$ cat src/rtl/pixel_write_sink.sv
// Pixel plot sink: queues {x,y,colour} requests in a small FIFO and turns each into one
// frame-buffer write. Also performs a full-screen clear that drains the queue first.
module pixel_write_sink #(
  parameter int H_RES      = 160,
  parameter int V_RES      = 120,
  parameter int X_W        = 8,
  parameter int Y_W        = 7,
  parameter int COLOUR_W   = 3,
  parameter int ADDR_W     = 15,
  parameter int FIFO_DEPTH = 4
) (
  input  logic                clk,
  input  logic                resetn,
  input  logic                plot,
  input  logic [X_W-1:0]      x,
  input  logic [Y_W-1:0]      y,
  input  logic [COLOUR_W-1:0] colour,
  output logic                ready,
  input  logic                clear_req,
  input  logic [COLOUR_W-1:0] clear_colour,
  output logic                clear_done,
  output logic                fb_we,
  output logic [ADDR_W-1:0]   fb_addr,
  output logic [COLOUR_W-1:0] fb_data,
  output logic [7:0]          drop_count
);

  localparam int PTR_W   = $clog2(FIFO_DEPTH);
  localparam int CNT_W   = $clog2(FIFO_DEPTH + 1);
  localparam int ENTRY_W = X_W + Y_W + COLOUR_W;
  localparam logic [ADDR_W-1:0] LAST_ADDR = ADDR_W'(H_RES * V_RES - 1);

  typedef enum logic [1:0] {IDLE, DRAIN, CLEAR, DONE} state_t;

  state_t              state;
  logic [ENTRY_W-1:0]  mem [FIFO_DEPTH];
  logic [PTR_W-1:0]    wptr;
  logic [PTR_W-1:0]    rptr;
  logic [CNT_W-1:0]    count;
  logic [COLOUR_W-1:0] clr_colour;
  logic [ADDR_W-1:0]   clr_addr;

  logic                push;
  logic                pop;
  logic [X_W-1:0]      head_x;
  logic [Y_W-1:0]      head_y;
  logic [COLOUR_W-1:0] head_c;
  logic                in_range;
  logic [ADDR_W-1:0]   pix_addr;

  // ready looks only at registered state (plus reset), never at plot
  assign ready = resetn && (state == IDLE) && (count < CNT_W'(FIFO_DEPTH));
  assign push  = plot && ready;
  assign pop   = ((state == IDLE) || (state == DRAIN)) && (count != '0);

  assign {head_x, head_y, head_c} = mem[rptr];
  assign in_range = (32'(head_x) < 32'(H_RES)) && (32'(head_y) < 32'(V_RES));
  assign pix_addr = ADDR_W'(head_y) * ADDR_W'(H_RES) + ADDR_W'(head_x);

  always_ff @(posedge clk) begin
    if (push) mem[wptr] <= {x, y, colour};
  end

  always_ff @(posedge clk) begin
    if (!resetn) begin
      state      <= IDLE;
      wptr       <= '0;
      rptr       <= '0;
      count      <= '0;
      clr_colour <= '0;
      clr_addr   <= '0;
      fb_we      <= 1'b0;
      fb_addr    <= '0;
      fb_data    <= '0;
      clear_done <= 1'b0;
      drop_count <= '0;
    end else begin
      fb_we      <= 1'b0;
      clear_done <= 1'b0;

      if (push) wptr <= wptr + 1'b1;
      if (pop)  rptr <= rptr + 1'b1;
      if (push && !pop)      count <= count + 1'b1;
      else if (!push && pop) count <= count - 1'b1;

      if (pop) begin
        if (in_range) begin
          fb_we   <= 1'b1;
          fb_addr <= pix_addr;
          fb_data <= head_c;
        end else if (drop_count != '1) begin
          drop_count <= drop_count + 1'b1;
        end
      end

      case (state)
        IDLE: begin
          if (clear_req) begin
            clr_colour <= clear_colour;
            state      <= DRAIN;
          end
        end
        // the last popped pixel is already on the registered outputs once count reads zero
        DRAIN: begin
          if (count == '0) begin
            clr_addr <= '0;
            state    <= CLEAR;
          end
        end
        CLEAR: begin
          fb_we   <= 1'b1;
          fb_addr <= clr_addr;
          fb_data <= clr_colour;
          if (clr_addr == LAST_ADDR) state <= DONE;
          else                       clr_addr <= clr_addr + 1'b1;
        end
        DONE: begin
          clear_done <= 1'b1;
          state      <= IDLE;
        end
        default: state <= IDLE;
      endcase
    end
  end

endmodule

$ cat config.mk
export PLATFORM = sky130hd
export DESIGN_NAME = pixel_write_sink
export DESIGN_NICKNAME = d
export VERILOG_FILES = /design/src/rtl/pixel_write_sink.sv
export SDC_FILE = /design/constraint.sdc
export NUM_CORES = 1
export LEC_CHECK = 0
export BUFFER_PORTS_ARGS = -buffer_cell sky130_fd_sc_hd__buf_2
export CAP_MARGIN = 20
export CORE_MARGIN = 2
export CORE_UTILIZATION = 45
export CTS_CLUSTER_SIZE = 14
export DETAILED_ROUTE_END_ITERATION = 16
export PLACE_DENSITY = 0.64
export SLEW_MARGIN = 20
export SYNTH_ARGS = -nofsm -noshare
export SYNTH_HDL_FRONTEND = slang
export SYNTH_SLANG_ARGS = --single-unit
$ cat constraint.sdc
create_clock -name clk -period 4.45 [get_ports clk]
set_input_delay 0.445 -clock clk [delete_from_list [all_inputs] [get_ports clk]]
set_output_delay 0.445 -clock clk [all_outputs]
set_load 0.03 [all_outputs]
==> results of run 1 <==
[cell usage in the layout (no fill, tap or decap), types with 5 or more instances in the layout]
cell and n:
xnor2_1 12, a21boi_0 6, ha_1 24, nand3_1 15
inv_1 15, buf_2 53, nand4_1 16, and2_1 9
xor2_1 16, o211a_1 13, o21ai_0 9, mux4_2 17
nand2b_1 12, dfxtp_1 57, mux2i_1 14, edfxtp_1 72
nand2_1 36, clkinvlp_4 6, nor2_1 25, and3_1 8
clkbuf_16 17, buf_4 5, nor2b_1 13
[flip-flops by register name, indices dropped and copies added, names as in the netlist, named ones only]
signal,count
drop_count,8
clr_colour,3
rptr,2
fb_data,3
state,2
mem,72
fb_we,1
fb_addr,15
clear_done,1
clr_addr,15
wptr,2
count,3
[through the flow]
step	cells	worst slack [ns]	cell area [sq um]	utilization [%]
CTS	699	0.801	6820	53.6
global route	699	0.529	6820	53.6
finish	699	0.868	6820	53.6
detailed placement	668	0.865	6300	49.5
global placement	668	0.945	6300	49.5
floorplan	462	1.14	5930	-
[synth_stat cells (all sizes together), types with 3 or more instances]
master,count,area [sq um]
a21boi,7,56.3
a21oi,5,28.8
and2,10,65.1
and3,8,50.1
buf,9,91.3
clkbuf,15,61.3
dfxtp,57,1140
edfxtp,72,2160
fa,3,60.1
ha,24,300
inv,15,56.3
mux2i,14,140
mux4,18,409
nand2,36,135
nand2b,12,75.1
nand3,16,85.1
nand4,16,100
nand4b,4,35.0
nor2,25,93.8
nor2b,13,81.3
o211a,13,130
o211ai,4,35.0
o21ai,11,58.8
xnor2,12,105
xor2,16,140
[per-layer routing]
metal / GRT usage, % / wire (um) / up-vias
li1: - / - / 1812
met1: 22.4 / 5380 / 1813
met2: 26.7 / 5310 / 55
met4: 6.47 / 164 / 0
met3: 4.98 / 385 / 15
met5: 0 / 0 / -
[how the worst max path moves through the flow]
stage	endpoint	slack, ns	cells past startpoint
floorplan	fb_addr[13]	1.14	13
global placement	fb_addr[13]	0.94	10
detailed placement	fb_addr[13]	0.87	11
CTS	fb_addr[13]	0.80	10
global route	fb_addr[13]	0.53	11
finish	fb_addr[13]	0.87	10
[cells by family after synthesis]
| logic type | after synthesis | synth area share, % |
|---|---|---|
| flip-flops | 129 | 55.7 |
| XOR/XNOR | 28 | 4.13 |
| AND/OR/NAND/NOR | 150 | 13.3 |
| buffers and inverters | 39 | 3.52 |
| multiplexers | 32 | 9.26 |
| adder cells (fa/ha/maj) | 27 | 6.07 |
| AO/OA/AOI/OAI | 57 | 8.06 |
[worst max-delay path, delay by kind of cell, from the launching register on]
family | cells | cell delay [ns]
buf+inv | 1 | 0.06
flops | 1 | 0.76
fa+ha+maj | 2 | 0.79
mux | 1 | 0.71
compound gates | 2 | 0.27
simple gates | 3 | 0.57
xor+xnor | 1 | 0.28
[power breakdown]
part / switching [mW] / total [mW] / internal [mW]
logic: 1.03 / 1.77 / 0.740
registers: 0.104 / 1.51 / 1.40
clock network: 0.502 / 1.20 / 0.700
[layout make-up]
type	instances	area share, %
clock inverters	14	1.41
well taps	172	3.15
repair buffers	58	4.44
clock buffers	17	6.23
flip-flops and latches	129	48.4
inverters	15	0.825
multi-input cells	294	35.5
==> flow_metrics.env, run 1 <==
export IMPL_num_vias=3695
export IMPL_nNetsFinal=567
export IMPL_place_gp_congestion=0.812
export IMPL_cts_resized=0
export IMPL_tightest_slew_ns=0.947
export IMPL_routed_via_density=5.29
export IMPL_grt_pass1_vias=3603
export IMPL_r2r_slack_ns=0.87
export IMPL_dr_pass1_iters=5
export IMPL_outcome="completed"
export IMPL_async_flop_share_pct=0
export IMPL_start_util_pct=46.6
export IMPL_leakage_nw=2.61
export IMPL_cpPeakStageDelay_ns=0.76
export IMPL_nFillCells=1119
export IMPL_hp_start="x[6]"
export IMPL_io_pins=54
export IMPL_r2r_end="fb_addr[13]"
export IMPL_maxCapViolations=0
export IMPL_grt_pass1_wl_um=18600
export IMPL_routedWlPerCell_um=16.1
export IMPL_die_area_sq_um=14100
export IMPL_slew_headroom_pct=36.4
export IMPL_drive_above_1_share_pct=21.6
export IMPL_setup_viol=0
export IMPL_yosys_warnings=0
export IMPL_critPathArrivalTime_ns=3.87
export IMPL_die_height_um=119
export IMPL_critPathLaunchType="register"
export IMPL_core_area_sq_um=12700
export IMPL_clkSlewWorstSetupHoldPaths_ns=0.06
export IMPL_syn_area_sq_um=5930
export IMPL_finalMaxSlewViolations=0
export IMPL_numCtsBuffers=17
export IMPL_crit_slowest_cell="dfxtp_1"
export IMPL_hold_buffers=0
export IMPL_hold_ws_ns=0.238
export IMPL_finalHoldViolCount=0
export IMPL_finalWirelength_um=11200
export IMPL_post_cts_buffers=0
export IMPL_area_growth_pct=15.0
export IMPL_synth_seq_cells=129
export IMPL_cp_cell_sequence="mux4_1 -> ha_1 -> inv_1 -> fa_1 -> nand2b_1 -> o2bb2ai_1 -> xnor2_1 -> nand3_1 -> nor3b_1 -> o32ai_2"
export IMPL_worst_setup_path_type="reg -> reg"
export IMPL_whs_endpoint="mem[0][16]"
export IMPL_hpwlAfterDp_um=7660
export IMPL_antenna_found_initial=0
export IMPL_drc=0
export IMPL_track_usage_pct=17.0
export IMPL_cts_root_buf="clkbuf_16"
export IMPL_grt_max_degree=53
export IMPL_syn_avg_cell_area_sq_um=12.8
export IMPL_numPortBuffers=53
export IMPL_syn_inst=462
export IMPL_die_x_um=119
export IMPL_p_total_mw=4.48
export IMPL_overflow=0
export IMPL_regArea_sq_um=3300
export IMPL_vdd_drop_max_mv=0.334
export IMPL_num_rows=41
export IMPL_finClkSkew_ns=0.0113
export IMPL_hold_class="in -> reg"
export IMPL_r2r_cells=10
export IMPL_yosysUniqueCellTypes=58
export IMPL_critical_path_required_ns=4.74
export IMPL_h_tree_depth=4
export IMPL_end_kind="register"
export IMPL_rsz0062_at_grt="false"
export IMPL_synth_main_ff_cell="edfxtp_1"
export IMPL_cts_tree="done"
export IMPL_drt_iter0_markers=159
export IMPL_setup_tns_ns=0
export IMPL_power_density_nw_per_um2=657
export IMPL_multiInputGateArea_sq_um=2420
export IMPL_synth_fp_nets=514
export IMPL_diodes=0
export IMPL_seq_area_frac_synth_pct=55.7
export IMPL_finalCriticalPeriod_ns=3.58
export IMPL_cts_buffer_depth=2
export IMPL_fmax_mhz=279
export IMPL_hold_path_depth=1
export IMPL_period_share_pct=80.5
export IMPL_clock_latency_ns=0.42
export IMPL_antenna_left=0
export IMPL_synth_edff_count=72
export IMPL_path_max_fanout=11
export IMPL_clkSinkCount=129
No activity file was read; power rests on OpenSTA's default activity.
==> inputs of run 2 (changes only) <==
Clock period 4.45 ns to 3.6 ns, I/O delays scaled along.
==> flow_metrics.env, run 2 (same netlist as run 1, synthesis figures left out) <==
export IMPL_cp_cell_sequence="buf_4 -> mux4_2 -> ha_1 -> ha_1 -> inv_1 -> fa_1 -> nor3_1 -> nand3_1 -> nor3b_1 -> o32ai_2"
export IMPL_leakage_nw=2.68
export IMPL_slew_headroom_pct=61.9
export IMPL_regMostFlops="mem"
export IMPL_cpPeakStageDelay_ns=0.55
export IMPL_largest_register_ffs=72
export IMPL_finalHoldViolCount=0
export IMPL_finClkSkew_ns=0.00680
export IMPL_nNetsFinal=573
export IMPL_dpl_cell_area_sq_um=6340
export IMPL_die_height_um=119
export IMPL_grt_pass1_vias=3578
export IMPL_routedWlPerCell_um=15.9
export IMPL_r2r_end="fb_addr[13]"
export IMPL_clkSlewWorstSetupHoldPaths_ns=0.05
export IMPL_hpwlAfterDp_um=7590
export IMPL_numCtsBuffers=17
export IMPL_outcome="completed"
export IMPL_routed_via_density=5.21
export IMPL_r2r_cells=10
export IMPL_hold_ws_ns=0.154
export IMPL_layout_common_cells="72 x edfxtp_1, 56 x dfxtp_1, 53 x buf_2"
export IMPL_drc=0
export IMPL_finalCriticalPeriod_ns=3.23
export IMPL_drive_above_1_share_pct=22.3
export IMPL_final_common_cell="edfxtp_1"
export IMPL_die_x_um=119
export IMPL_grt_max_degree=53
export IMPL_crit_path_end="fb_addr[13]"
export IMPL_drt_iter0_markers=208
export IMPL_period_share_pct=89.8
export IMPL_num_vias=3675
export IMPL_end_kind="register"
export IMPL_antenna_left=0
export IMPL_num_rows=41
export IMPL_rsz0062_at_grt="false"
export IMPL_path_depth=10
export IMPL_antenna_found_initial=0
export IMPL_worst_path_buf_inv=2
export IMPL_setup_viol=0
export IMPL_clkSinkCount=129
export IMPL_cts_tree="done"
export IMPL_critical_path_required_ns=3.88
export IMPL_finalWirelength_um=11200
export IMPL_die_area_sq_um=14100
export IMPL_r2r_slack_ns=0.37
export IMPL_place_gp_congestion=0.804
export IMPL_numPortBuffers=53
export IMPL_hold_buffers=0
export IMPL_finalMaxSlewViolations=0
export IMPL_fmax_mhz=309
export IMPL_start_util_pct=46.6
export IMPL_setup_tns_ns=0
export IMPL_vdd_drop_max_mv=0.415
export IMPL_reg_top3="mem x72, clr_addr x15, fb_addr x15"
export IMPL_area_growth_pct=16.6
export IMPL_power_density_nw_per_um2=827
export IMPL_post_cts_buffers=0
export IMPL_critPathMostFrequentCell="ha_1"
export IMPL_cp_top_family="adder cells"
export IMPL_path_max_fanout=10
export IMPL_cts_root_buf="clkbuf_16"
export IMPL_final_area_sq_um=6920
export IMPL_core_area_sq_um=12700
export IMPL_tightest_slew_ns=0.570
export IMPL_track_usage_pct=16.8
export IMPL_crit_slowest_cell="mux4_2"
export IMPL_worst_setup_path_type="reg -> reg"
export IMPL_io_pins=54
export IMPL_critPathArrivalTime_ns=3.52
export IMPL_overflow=0
export IMPL_grt_pass1_wl_um=18200
export IMPL_maxCapViolations=0
export IMPL_h_tree_depth=4
export IMPL_dr_pass1_iters=5
export IMPL_clock_latency_ns=0.42
export IMPL_hold_class="in -> reg"
export IMPL_critPathLaunchType="register"
export IMPL_diodes=0
export IMPL_cts_buffer_depth=2
run 2: timing repair:
action | CTS | global route
endpoints found under the hold margin | 0 | 0
gates resized for setup | 0 | 1
setup endpoints to repair | 0 | 1
run 2: worst register-to-register path, delay by kind of cell (launching register included):
| kind | cells | cell delay, ns |
|---|---|---|
| AOI/OAI and AO/OA | 1 | 0.12 |
| buffers and inverters | 2 | 0.35 |
| muxes | 1 | 0.55 |
| and+or+nand+nor | 3 | 0.76 |
| adders and majority gates | 3 | 0.88 |
| DFF | 1 | 0.43 |
run 2: worst min path at each step:
stage | startpoint | endpoint | slack, ns | cells after the start
after floorplan | clr_colour[2] | clr_colour[2] | 0.44 | 2
after global placement | clr_colour[0] | clr_colour[0] | 0.46 | 2
after detailed placement | fb_addr[12] | fb_addr[12] | 0.47 | 2
after CTS | x[3] | mem[3][13] | 0.13 | 1
after global routing | x[4] | mem[1][14] | 0.15 | 1
final | x[3] | mem[3][13] | 0.15 | 1
run 2: power breakdown:
| part | internal, mW | switching [mW] |
|---|---|---|
| Clock | 1.07 | 0.601 |
| Sequential | 1.73 | 0.113 |
| Combinational | 0.932 | 1.28 |
| Total | 3.73 | 1.99 |
run 2: cell type report:
cell class | instances | area, sq um
Clock buffer | 17 | 425
Clock inverter | 14 | 148
Fill cell | 1101 | 5800
Inverter | 15 | 56.3
Multi-Input combinational cell | 294 | 2420
Sequential cell | 129 | 3300
Tap cell | 172 | 215
Timing Repair Buffer | 64 | 348
run 2: per-layer routing:
metal	track usage, %	part of all wire, %	wire, um
met3	4.45	3.9	440
met1	22.6	48	5340
met5	0	0	0
met2	25.7	47	5220
met4	7.37	1.7	194
run 2: stage by stage:
step	setup WS, ns	utilization [%]	total power, mW	cells
after global routing	0.0425	54.4	6.09	705
after global placement	0.338	49.9	4.03	674
final	0.368	54.4	5.72	705
after CTS	0.217	54.4	5.77	705
after detailed placement	0.251	49.9	4.08	674
after floorplan	0.285	-	3.69	462
